**src/rtl/chipscope_vio_to_chip_if.sv**
```systemverilog
// Host-side VIO bundle: 36-bit control word in, committed value and load pulse out.
interface chipscope_vio_to_chip_if #(
  parameter int WIDTH = 256
);
  logic [35:0]      CONTROL;
  logic [WIDTH-1:0] SYNC_OUT;
  logic             UPDATE;

  modport master (output CONTROL, input SYNC_OUT, input UPDATE);
  modport slave  (input CONTROL, output SYNC_OUT, output UPDATE);
endinterface

```
**src/rtl/chipscope_vio_to_chip.sv**
```systemverilog
// VIO shadow/commit register: halfword writes build a shadow, a commit loads it atomically onto SYNC_OUT.
// Optional macro CHIPSCOPE_VIO_CDC_EN inserts a two-stage synchronizer on CONTROL before decoding.
module chipscope_vio_to_chip #(
  parameter int WIDTH = 256
) (
  input logic                     CLK,
  input logic                     RST,
  chipscope_vio_to_chip_if.slave  vio
);

  localparam int NHW = WIDTH / 16;

  localparam logic [1:0] OP_IDLE   = 2'b00;
  localparam logic [1:0] OP_WR     = 2'b01;
  localparam logic [1:0] OP_COMMIT = 2'b10;
  localparam logic [1:0] OP_CLR    = 2'b11;

  if ((WIDTH % 16) != 0 || WIDTH < 16 || WIDTH > 256) begin : g_bad_width
    $error("chipscope_vio_to_chip: WIDTH must be a multiple of 16 in 16..256");
  end

  logic [21:0] ctrl_eff;
  logic        unused_rsvd;

  // Reserved control bits [35:22] are deliberately dropped before any staging.
  assign unused_rsvd = ^vio.CONTROL[35:22];

`ifdef CHIPSCOPE_VIO_CDC_EN
  logic [21:0] sync1_q, sync1_d;
  logic [21:0] sync2_q, sync2_d;

  always_comb begin
    sync1_d = vio.CONTROL[21:0];
    sync2_d = sync1_q;
  end

  // Synchronizer stages reset to OP_IDLE so nothing decodes right after reset.
  always_ff @(posedge CLK or posedge RST) begin
    if (RST) begin
      sync1_q <= '0;
      sync2_q <= '0;
    end else begin
      sync1_q <= sync1_d;
      sync2_q <= sync2_d;
    end
  end

  assign ctrl_eff = sync2_q;
`else
  assign ctrl_eff = vio.CONTROL[21:0];
`endif

  logic [1:0]       op;
  logic [3:0]       idx;
  logic [15:0]      data;

  assign data = ctrl_eff[15:0];
  assign idx  = ctrl_eff[19:16];
  assign op   = ctrl_eff[21:20];

  logic [WIDTH-1:0] shadow_q,   shadow_d;
  logic [WIDTH-1:0] sync_out_q, sync_out_d;
  logic             update_q,   update_d;

  // Commit copies the pre-edge shadow, so a write and a commit never mix in one load.
  always_comb begin
    shadow_d   = shadow_q;
    sync_out_d = sync_out_q;
    update_d   = 1'b0;
    unique case (op)
      OP_IDLE: ;
      OP_WR: begin
        for (int h = 0; h < NHW; h++) begin
          if (int'(idx) == h) shadow_d[16*h +: 16] = data;
        end
      end
      OP_COMMIT: begin
        sync_out_d = shadow_q;
        update_d   = 1'b1;
      end
      OP_CLR: shadow_d = '0;
    endcase
  end

  always_ff @(posedge CLK or posedge RST) begin
    if (RST) begin
      shadow_q   <= '0;
      sync_out_q <= '0;
      update_q   <= 1'b0;
    end else begin
      shadow_q   <= shadow_d;
      sync_out_q <= sync_out_d;
      update_q   <= update_d;
    end
  end

  assign vio.SYNC_OUT = sync_out_q;
  assign vio.UPDATE   = update_q;

endmodule

```
**src/flat_wrapper.sv**
```systemverilog
// flat-port wrapper written by rule: the top's interface ports become plain ports
module chipscope_vio_to_chip_flat 
#(
  parameter int WIDTH = 256
)
  (CLK, RST, vio_CONTROL, vio_SYNC_OUT, vio_UPDATE);
  chipscope_vio_to_chip_if #(.WIDTH(WIDTH)) vio_i ();
  input logic CLK;
  input logic RST;
  input wire logic [$bits(vio_i.CONTROL)-1:0] vio_CONTROL;
  output wire logic [$bits(vio_i.SYNC_OUT)-1:0] vio_SYNC_OUT;
  output wire logic [$bits(vio_i.UPDATE)-1:0] vio_UPDATE;
  assign vio_i.CONTROL = vio_CONTROL;
  assign vio_SYNC_OUT = vio_i.SYNC_OUT;
  assign vio_UPDATE = vio_i.UPDATE;
  chipscope_vio_to_chip #(.WIDTH(WIDTH)) u_core (.CLK(CLK), .RST(RST), .vio(vio_i));
endmodule
```
**config.mk**
```make
export PLATFORM = sky130hd
export DESIGN_NAME = chipscope_vio_to_chip_flat
export DESIGN_NICKNAME = d
export VERILOG_FILES = /design/src/rtl/chipscope_vio_to_chip_if.sv /design/src/rtl/chipscope_vio_to_chip.sv /design/src/flat_wrapper.sv
export SDC_FILE = /design/constraint.sdc
export NUM_CORES = 1
export LEC_CHECK = 0
export ABC_CLOCK_PERIOD_IN_PS = 39900
export CORE_MARGIN = 8
export CORE_UTILIZATION = 58
export CTS_CLUSTER_DIAMETER = 80
export DETAILED_ROUTE_END_ITERATION = 7
export GPL_ROUTABILITY_DRIVEN = 0
export GPL_TIMING_DRIVEN = 1
export PLACE_DENSITY = 0.87
export SLEW_MARGIN = 30
export SYNTH_ARGS = -nofsm -noshare
export SYNTH_HDL_FRONTEND = slang
export SYNTH_SLANG_ARGS = --single-unit
```
**constraint.sdc**
```tcl
create_clock -name CLK -period 39.9 [get_ports CLK]
set_input_delay 5.985 -clock CLK [delete_from_list [all_inputs] [get_ports CLK]]
set_output_delay 5.985 -clock CLK [all_outputs]
set_load 0.01 [all_outputs]
```
==> results.json <==
{
  "status": "complete, no violations",
  "crit_arrival_ns": 8.82,
  "fin_skew_ns": 0.0178,
  "clk_latency_ns": 0.57,
  "cts_tree": "done",
  "hold_viol_final": 0,
  "tightest_slew_ns": 0.951,
  "path_clk_slew_ns": 0.06,
  "syn-cell-area_um2": 20300,
  "grt_pass1_wl_um": 89500,
  "multiInputGateArea_um2": 6700,
  "firstDrtPassIters": 7,
  "drt_iter0_markers": 1286,
  "rows": 68,
  "ant_nets": 0,
  "cts_buffer_depth": 3,
  "setup_tns_ns": 0,
  "start_util_pct": 58.8,
  "via_per_inst": 6.12,
  "grt_max_degree": 187,
  "routedWlPerCell_um": 24.1,
  "cts_sinks": 513,
  "syn-num-nets": 1744,
  "fillers": 2209,
  "cts_hold_buf": 0,
  "relSlewSlack_pct": 36.6,
  "fin_area_um2": 24900,
  "grt_antenna_before_repair": 1,
  "critPathRequiredTime_ns": 40.29,
  "critPathLaunchType": "input port",
  "final_cells": 2408,
  "grt_pass1_vias": 15100,
  "end_kind": "flop",
  "drive_gt1_share_pct": 19.0,
  "totalWireLength_um": 58100,
  "overflow": 0,
  "post_dp_cell_area_um2": 23200,
  "fin_nets": 1952,
  "crit_fanout": 29,
  "core_area_um2": 34500,
  "drc": 0,
  "dpl.cell_count": 2317,
  "cap_violations": 0,
  "num_vias": 14700,
  "fmax_mhz": 119,
  "post_cts_buffers": 0,
  "ys_warn_count": 0,
  "rsz0062_at_grt": "no",
  "synth_seq_cells": 513,
  "port_buffers": 280,
  "yosysSeqAreaShare_pct": 63.3,
  "path_class": "in2reg",
  "max-vdd-ir-drop_v": 0.0000406,
  "holdCritPathClass": "reg2reg",
  "p_per_area_nw_per_um2": 44.9,
  "die_area_um2": 41200,
  "fin_crit_sh_pct": 21.1,
  "leakage_uw": 0.0115,
  "top_level_ports": 295,
  "syn_inst": 1706,
  "syn_to_final_growth_pct": 22.9,
  "seq_area_um2": 12800,
  "finalMaxSlewViolations": 0,
  "antenna_cells": 0,
  "dpl.hpwl_um": 34500,
  "htreeDepth": 2,
  "cts_resized": 0,
  "synth.avg_cell_area_um2": 11.9,
  "grtUsageTotal_pct": 27.7,
  "root_buffer": "clkbuf_16",
  "die_h_um": 203,
  "ys_types": 23,
  "post-route-min-period_ns": 8.44,
  "setup_violations": 0,
  "cts_made_buffers": 49,
  "die_width_um": 203
}
cell usage after synthesis:
cell type / number / area share, %
and2_1: 17 / 0.52
and4b_1: 1 / 0.049
and4bb_1: 1 / 0.062
and4bb_2: 1 / 0.062
buf_1: 11 / 0.20
buf_2: 35 / 0.86
buf_4: 29 / 1.1
buf_6: 4 / 0.22
clkbuf_1: 74 / 1.4
clkbuf_2: 3 / 0.074
dfrtp_1: 513 / 63
inv_1: 1 / 0.018
mux2_1: 19 / 1.1
mux2_2: 237 / 13
mux2i_1: 29 / 1.4
nand2_1: 272 / 5.0
nand3_1: 224 / 5.5
nand4_1: 3 / 0.093
nor2_1: 1 / 0.018
nor2b_1: 3 / 0.093
nor4b_4: 1 / 0.12
o21ai_0: 164 / 4.0
o21ai_1: 63 / 1.6
critical path: stages:
cell	delay, ns
clkdlybuf4s50_1	0.65
and4bb_2	0.75
buf_4	0.45
and2_1	0.73
o21ai_0	0.24
cells in the final DEF (no fill, tap or decap), drive strengths merged:
cell | netlist | final
bufinv | 0 | 5
nor2 | 1 | 1
and4b | 1 | 1
dfrtp | 513 | 513
buf | 79 | 36
clkinvlp | 0 | 6
mux2i | 29 | 29
clkbuf | 77 | 66
nand4 | 3 | 3
and4bb | 2 | 2
inv | 1 | 1
clkdlybuf4s50 | 0 | 277
o21ai | 227 | 227
clkinv | 0 | 13
nor4b | 1 | 1
nand2 | 272 | 272
nand3 | 224 | 224
and2 | 17 | 17
mux2 | 256 | 256
nor2b | 3 | 3
sequential cells by signal (all words and copies together) (netlist names):
signal               cells
u_core.shadow_q        256
u_core.vio.SYNC_OUT    256
u_core.vio.UPDATE        1
layout make-up:
class                   instances  share of cell area, %
clock buffers                  66                   5.79
clock inverters                24                   1.09
inverters                       1                 0.0452
multi-input cells            1036                   26.9
flip-flops and latches        513                   51.5
well taps                     455                   2.28
repair buffers                313                   12.4
final timing paths:
path / cells past startpoint / start / end / slack (ns)
worst max-delay path: 5 / vio_CONTROL[20] / u_core.shadow_q[90]$_DFFE_PP0P_ / 31.46
worst min-delay path: 1 / u_core.vio.SYNC_OUT[208]$_DFFE_PP0P_ / u_core.vio.SYNC_OUT[208]$_DFFE_PP0P_ / 0.49
worst max register to register: 2 / u_core.shadow_q[243]$_DFFE_PP0P_ / u_core.shadow_q[243]$_DFFE_PP0P_ / 39.00
worst min register to register: 1 / u_core.vio.SYNC_OUT[208]$_DFFE_PP0P_ / u_core.vio.SYNC_OUT[208]$_DFFE_PP0P_ / 0.49
max in group asynchronous: 5 / RST / u_core.shadow_q[25]$_DFFE_PP0P_ / 31.80
min in group asynchronous: 2 / RST / u_core.vio.SYNC_OUT[213]$_DFFE_PP0P_ / 5.96
cell families (layout without fill, tap and decap cells):
logic type / count (synthesis) / in the layout / synth area share (%)
and+or+nand+nor: 524 / 524 / 11.6
DFF: 513 / 513 / 63.3
muxes: 285 / 285 / 15.7
AOI/OAI and AO/OA: 227 / 227 / 5.60
buffers and inverters: 157 / 404 / 3.83
through the flow:
step	hold slack, ns	worst slack, ns	power (µW)	util, %
detailed placement	0.476	30.87	640	67.2
CTS	0.490	31.47	1120	72.2
global route	0.506	31.34	1150	72.3
global placement	0.468	30.94	637	67.2
finish	0.487	31.46	1120	72.3
floorplan	0.464	19.59	598	-
routing by layer:
metal	global-route usage, %	wire, µm	share of wire [%]
met5	0	16	0.028
met4	13.1	2930	5.0
met3	7.51	5580	9.6
met2	43.6	27500	47
met1	35.5	22100	38
power by group:
group | leakage [µW] | switching, µW | internal (µW) | total [µW]
Sequential | 0.00711 | 10.1 | 536 | 546
Combinational | 0.00354 | 52.7 | 33.2 | 85.9
Clock | 0.000839 | 200 | 286 | 486
Power figures use the tool's default switching activity.
